### src/rtl/multi_stepctl.sv
// N-channel closed-loop step controller: PWM-driven motors run until each counts its target encoder ticks.
// Optional lockstep throttling of leading channels is enabled by defining STEPCTL_SYNC_EN.
module multi_stepctl #(
  parameter int unsigned NCH        = 2,
  parameter int unsigned CNT_W      = 16,
  parameter int unsigned PWM_W      = 16,
  parameter int unsigned PWM_PERIOD = 10000,
  parameter int unsigned SYNC_TOL   = 4
) (
  input  logic                   WF_CLK,
  input  logic                   rst_n,
  input  logic                   start,
  input  logic                   abort,
  input  logic [NCH*CNT_W-1:0]   target,
  input  logic [NCH*PWM_W-1:0]   duty,
  input  logic [NCH-1:0]         dir_in,
  input  logic [NCH-1:0]         encdr,
  output logic [NCH-1:0]         pwm,
  output logic [NCH-1:0]         en,
  output logic [NCH-1:0]         dir,
  output logic [NCH*CNT_W-1:0]   count,
  output logic                   busy,
  output logic                   done
);

  typedef enum logic {IDLE, RUN} state_t;

  localparam logic [PWM_W-1:0] PERIOD_LAST = PWM_W'(PWM_PERIOD - 1);

  state_t state, state_next;

  logic [NCH-1:0][CNT_W-1:0] target_v, tgt_q, cnt_q, cnt_next, cnt_inc;
  logic [NCH-1:0][PWM_W-1:0] duty_v, duty_q;
  logic [NCH-1:0]            en_next;
  logic                      done_next;
  logic                      load;
  logic [PWM_W-1:0]          pwm_cnt;
  logic [NCH-1:0]            enc_meta, enc_sync, enc_hist, enc_edge;
  logic [NCH-1:0]            hold;

  assign target_v = target;
  assign duty_v   = duty;
  assign count    = cnt_q;
  assign busy     = (state == RUN);
  assign enc_edge = enc_sync & ~enc_hist;

  // Encoder inputs are asynchronous: two flops for metastability, a third to find the rising edge.
  always_ff @(posedge WF_CLK or negedge rst_n) begin
    if (!rst_n) begin
      enc_meta <= '0;
      enc_sync <= '0;
      enc_hist <= '0;
    end else begin
      // NOTE: non-blocking assignments make each flop sample the previous stage's old value,
      // which is what turns these three lines into a shift chain rather than one wire.
      enc_meta <= encdr;
      enc_sync <= enc_meta;
      enc_hist <= enc_sync;
    end
  end

  always_ff @(posedge WF_CLK or negedge rst_n) begin
    if (!rst_n) begin
      pwm_cnt <= '0;
    end else if (pwm_cnt == PERIOD_LAST) begin
      pwm_cnt <= '0;
    end else begin
      pwm_cnt <= pwm_cnt + PWM_W'(1);
    end
  end

  always_ff @(posedge WF_CLK or negedge rst_n) begin
    if (!rst_n) begin
      state <= IDLE;
    end else begin
      state <= state_next;
    end
  end

  always_comb begin
    // NOTE: every output of this block gets a default first so no path can leave one
    // unassigned, which would otherwise infer a latch.
    state_next = state;
    en_next    = en;
    cnt_next   = cnt_q;
    done_next  = 1'b0;
    load       = 1'b0;
    for (int i = 0; i < NCH; i++) begin
      cnt_inc[i] = cnt_q[i] + CNT_W'(1);
    end

    unique case (state)
      IDLE: begin
        if (start && !abort) begin
          load       = 1'b1;
          state_next = RUN;
          cnt_next   = '0;
          for (int i = 0; i < NCH; i++) begin
            en_next[i] = (target_v[i] != '0);
          end
        end
      end
      RUN: begin
        if (abort) begin
          en_next    = '0;
          state_next = IDLE;
        end else if (en == '0) begin
          state_next = IDLE;
          done_next  = 1'b1;
        end else begin
          // The edge that reaches the target also drops enable, so count can never pass it.
          for (int i = 0; i < NCH; i++) begin
            if (en[i] && enc_edge[i]) begin
              cnt_next[i] = cnt_inc[i];
              if (cnt_inc[i] == tgt_q[i]) begin
                en_next[i] = 1'b0;
              end
            end
          end
        end
      end
      default: state_next = IDLE;
    endcase
  end

  always_ff @(posedge WF_CLK or negedge rst_n) begin
    if (!rst_n) begin
      en     <= '0;
      cnt_q  <= '0;
      done   <= 1'b0;
      tgt_q  <= '0;
      duty_q <= '0;
      dir    <= '0;
    end else begin
      en    <= en_next;
      cnt_q <= cnt_next;
      done  <= done_next;
      if (load) begin
        tgt_q  <= target_v;
        duty_q <= duty_v;
        dir    <= dir_in;
      end
    end
  end

`ifdef STEPCTL_SYNC_EN
  // A running channel more than SYNC_TOL ticks ahead of the slowest running channel coasts.
  logic [CNT_W:0] min_cnt;

  always_comb begin
    min_cnt = {1'b0, {CNT_W{1'b1}}};
    hold    = '0;
    for (int i = 0; i < NCH; i++) begin
      if (en[i] && ({1'b0, cnt_q[i]} < min_cnt)) begin
        min_cnt = {1'b0, cnt_q[i]};
      end
    end
    for (int i = 0; i < NCH; i++) begin
      hold[i] = en[i] && ({1'b0, cnt_q[i]} > (min_cnt + (CNT_W+1)'(SYNC_TOL)));
    end
  end
`else
  logic [31:0] sync_tol_unused;

  assign sync_tol_unused = 32'(SYNC_TOL);
  assign hold            = '0;
`endif

  always_comb begin
    pwm = '0;
    for (int i = 0; i < NCH; i++) begin
      pwm[i] = en[i] && (pwm_cnt < duty_q[i]) && !hold[i];
    end
  end

endmodule

### config.mk
export PLATFORM = sky130hd
export DESIGN_NAME = multi_stepctl
export DESIGN_NICKNAME = d
export VERILOG_FILES = /design/src/rtl/multi_stepctl.sv
export SDC_FILE = /design/constraint.sdc
export NUM_CORES = 1
export LEC_CHECK = 0
export ABC_CLOCK_PERIOD_IN_PS = 4400
export CAP_MARGIN = 0
export CORE_MARGIN = 10
export CORE_UTILIZATION = 40
export DETAILED_ROUTE_END_ITERATION = 7
export GPL_ROUTABILITY_DRIVEN = 0
export SYNTH_ARGS = -nofsm -noshare
export SYNTH_HDL_FRONTEND = slang
export SYNTH_SLANG_ARGS = --single-unit
### constraint.sdc
create_clock -name WF_CLK -period 4.4 [get_ports WF_CLK]
set_clock_uncertainty 0.1 [all_clocks]
set_input_delay 0.88 -clock WF_CLK [delete_from_list [all_inputs] [get_ports WF_CLK]]
set_output_delay 0.88 -clock WF_CLK [all_outputs]
set_load 0.01 [all_outputs]
### Word-level counts from Yosys, hierarchy flattened

Index checks and enable logic that the tools add are counted.

* add/subtract/negate cells: 3
* $mul: 0
* div/mod/pow operators: 0
* magnitude comparators: 2
* equal/unequal tests: 13
* shifts and indexed selects: 0
* muxes and demuxes: 23
* bitwise logic cells: 3
* reduce and logical (&&, ||, !) cells: 13

Operator list (number)
* $mux W32: 3
* $pmux W32 S2: 1
* $add A16 B1 Y16 const B: 3
* $mux W16: 3
* $eq A16 B16 Y1: 2
* $lt A16 B16 Y1: 2
* $reduce_bool A16 Y1: 2
* $eq A16 B14 Y1 const B: 1
* $reduce_and A4 Y1: 4
* $ne A3 B2 Y1 const B: 4
* $mux W1: 11
* $mux W2: 3
* $ne A2 B2 Y1 const B: 3
* $logic_and A1 B1 Y1: 5
* $ne A2 B1 Y1 const B: 2
* $pmux W2 S2: 1
* $ne A3 B3 Y1 const B: 1
* $and A2 B2 Y2: 1
* $logic_not A2 Y1: 1
* $not A2 Y2: 1
* $pmux W1 S2: 1
* $logic_not A1 Y1: 1
* $not A1 Y1: 1

* bits in registers: 124
* bits in latches: 0
* memory bits (writable): 0
* bits in read-only memories: 0
* bits of input ports: 72
* output and inout port bits: 40
* logic and storage cells: 72
* memories: 0

### Longest topological paths before layout

* word-level depth: 7
* mapped depth: 9
* gate-level depth less buffers: 8

### Least setup slack after synthesis

No wires, ideal clock.

* kind: reg-to-output
* start point: reg pwm_cnt[9]
* end point: out pwm[0]
* arrival time: 1.600 ns
* required time: 3.420 ns
* setup slack: 1.820 ns
* cell stages (with the launch flop): 8
* buffers on the path: 0
* path through: dfrtp_1 ha_1 a21o_1 a21o_1 a21o_1 a21oi_1 o21ai_0 a21oi_1

* word-level cells in the longest chain between the ends: 2

Ends and longest elaborated chain
* from (decl): RTL line 37 `logic [PWM_W-1:0] pwm_cnt;`
* from (signal assigned): RTL line 68 `pwm_cnt <= pwm_cnt + PWM_W'(1);`
* $lt A16 B16 Y1: RTL line 172 `pwm[i] = en[i] && (pwm_cnt < duty_q[i]) && !hold[i];`
* $logic_and A1 B1 Y1: RTL line 172
* to (decl): RTL line 18 `output logic [NCH-1:0] pwm,`

No other way between the ends.

### Worst setup path in the final report

Ends and elaborated chain as after synthesis.

==> impl_metrics.yaml <==
timing:
  hold_violations: 0
  tightest_slew_ns: 0.966
  finalCritPeriodShare_pct: 82.9
  setup_tns_ns: 0
  drv_slew: 0
  grt_setup_unrepaired: "no"
  slew_headroom_pct: 35.6
  clock.fmax_mhz: 274
  setup_viol: 0
  period_needed_ns: 3.65
floorplanning:
  fp.coreArea_mm2: 0.0168
  fp.dieH_um: 151
  die_x_um: 151
  start_util_pct: 41.1
  rows: 47
  io_pins: 112
  die_area_mm2: 0.0229
pwr:
  combinationalPowerShare_pct: 15.8
  seqPwrFrac_pct: 41.1
  power_switching_mw: 0.816
  sw_frac_of_total_pct: 24.9
  p_leak_nw: 3.79
  p_per_area_mw_per_mm2: 377
  pwr-share-clk_pct: 43.1
  peakVddDrop_mv: 0.279
  p_int_mw: 2.47
yosys:
  synth_nets: 801
  yosys_warnings: 0
  ys_seq_elements: 124
  async_reset_ff_share_pct: 100
  netlist_area_mm2: 0.00689
  post-synth-top-count-cell: "dfrtp_1"
  synth_top_area_share_pct: 45.0
  syn_inst: 696
  synthTopCellsByCount: "dfrtp_1 (124), o21ai_0 (81), nand2_1 (77)"
  synth_top_area_cell: "dfrtp_1"
  ys_seq_area_share_pct: 45.0
  synth_edf_count: 0
  syn_area_per_cell_um2: 9.90
  synth.distinct_cells: 52
  synth_area_leaders: "dfrtp_1 (45%), mux2_2 (6.2%), ha_1 (6.0%)"
  synth_top_flop_cell: "dfrtp_1"
placed_design:
  io_buffers: 111
  dp_hpwl_um: 13000
  dpl.cell_count: 995
global_route:
  grt_pass1_vias: 5634
  grt_first_pass_wirelength_um: 29200
  grt_max_degree: 101
  antenna_found_initial: 0
  overflow: 0
  grt_util_all_layers_pct: 15.9
routing:
  drtIter0Drc: 292
  dr.pass1.iters: 5
  wl_um: 17500
  drc: 0
  routedWlPerCell_um: 17.1
  ant_nets: 0
  via_per_inst: 5.32
  vias: 5458
clock_network:
  cts_sinks: 124
  hold_buffers: 0
  htree_levels: 4
  postCtsSetupBuffers: 0
  cts.clk_slew.worst_paths_ns: 0.05
  cts_tree: "built"
  cts_made_buffers: 17
  cts_resized: 0
  cts_root_buf: "clkbuf_16"
  cts_buffer_depth: 2
  clk_latency_ns: 0.41
worst_setup_path:
  cp-start-kind: "flop"
  cp-end-kind: "primary output"
  critPathTopFamily: "compound AO/OA/AOI/OAI gates"
  crit_chain: "ha_1 -> a21o_1 -> a21o_1 -> a21o_1 -> a21oi_1 -> o21ai_0 -> a21oi_1 -> clkdlybuf4s50_1"
  cp_slowest_stage_delay_ns: 0.57
  cp_num_buf_inv: 1
  path_class: "flop to primary output"
  crit_required_ns: 3.42
  crit_fanout: 7
  cpMaxStageDelayCell: "clkdlybuf4s50_1"
  critPathArrivalTime_ns: 2.67
  worst_path_most_repeated_cell: "a21o_1"
hold_path:
  hp-class: "flop to flop"
cells_and_area:
  nNetsFinal: 899
  diodes: 0
  area_growth_pct: 26.3
  instances_no_fill: 1026
  nFillCells: 1509
  drive_above_1_share_pct: 9.55
outcome:
  status: "finished clean"
flow_run:
  maxCapViolCount: 0
[power groups by stage]
stage	clock network, mW	registers [mW]	logic, mW
after floorplan	0	1.35	0.322
after global placement	0	1.37	0.510
after detailed placement	0	1.37	0.523
after CTS	1.44	1.35	0.528
after global routing	1.50	1.37	0.584
final	1.41	1.35	0.519
[cell families (layout without fill, tap and decap cells)]
group,count (synthesis),in the layout,share of synthesized area (%)
AOI/OAI and AO/OA,164,164,14.1
xor gates and xnor gates,54,54,6.87
adders and majority gates,33,33,5.99
buffers and inverters,66,176,4.78
DFF,124,124,45.0
muxes,40,40,6.50
and+or+nand+nor,215,215,16.7
[final timing paths]
check / cells after the start / slack (ns) / end / start
min: 0 / 0.25 / enc_sync[0] / enc_meta[0]
min in group asynchronous: 1 / 0.53 / duty_q[16] / rst_n
min reg2reg: 0 / 0.25 / enc_sync[0] / enc_meta[0]
max in group asynchronous: 2 / 2.85 / count[21] / rst_n
max reg2reg: 7 / 1.97 / en[1] / count[16]
max: 8 / 0.75 / pwm[0] / pwm_cnt[9]
[sequential cells by signal, summed over array words and instances, names as in the netlist]
register  cells
en            2
enc_meta      2
pwm_cnt      16
busy          1
enc_hist      2
duty_q       32
count        32
tgt_q        32
dir           2
enc_sync      2
done          1
[layout by cell type, fill, tap and decap left out, types with 3 or more instances in the layout]
| master | count |
|---|---|
| clkbuf_16 | 17 |
| nor2b_1 | 5 |
| nor3_1 | 6 |
| clkinv_2 | 5 |
| xor2_1 | 24 |
| xnor2_1 | 30 |
| nand3_1 | 18 |
| clkbuf_8 | 3 |
| clkbuf_1 | 3 |
| clkdlybuf4s50_1 | 110 |
| o21a_1 | 3 |
| and2_1 | 3 |
| inv_1 | 32 |
| nand2_1 | 77 |
| a21oi_1 | 26 |
| bufinv_16 | 3 |
| nand2b_1 | 8 |
| mux2_2 | 38 |
| a22o_1 | 3 |
| dfrtp_1 | 124 |
| nor4b_1 | 5 |
| o21ai_0 | 81 |
| and4_1 | 3 |
| ha_1 | 33 |
| nor4_1 | 12 |
| a31oi_1 | 5 |
| nand4_1 | 16 |
| a21o_1 | 16 |
| nor2_1 | 32 |
| nor3b_1 | 3 |
| and3_1 | 12 |
| o31ai_1 | 17 |
[through the flow]
step / utilization (%) / hold WS (ns) / instance area (µm²) / power (mW) / setup slack [ns]
3_3_place_gp: 48.4 / 0.236 / 8110 / 1.88 / 1.23
2_1_floorplan: - / 0.231 / 6890 / 1.67 / 1.82
4_1_cts: 51.9 / 0.255 / 8700 / 3.32 / 0.742
5_1_grt: 51.9 / 0.261 / 8700 / 3.45 / 0.575
6_report: 51.9 / 0.250 / 8700 / 3.28 / 0.751
3_5_place_dp: 48.4 / 0.237 / 8110 / 1.89 / 1.19
[layout make-up]
cell class | instances | area [µm²] | share of cell area [%]
multi-input combinational | 506 | 3460 | 39.8
sequential | 124 | 3100 | 35.7
timing repair buffer | 113 | 1150 | 13.2
clock buffer | 23 | 478 | 5.49
tap | 220 | 275 | 3.16
inverter | 32 | 120 | 1.38
clock inverter | 8 | 115 | 1.32
[metal layers]
layer / global-route usage [%] / vias to the layer above / routed length, µm
met5: 0 / - / 0
met4: 4.76 / 0 / 227
met1: 20.2 / 2628 / 7870
li1: - / 2684 / -
met3: 4.18 / 17 / 846
met2: 25.9 / 129 / 8590
(Power assumes the default switching activity.)
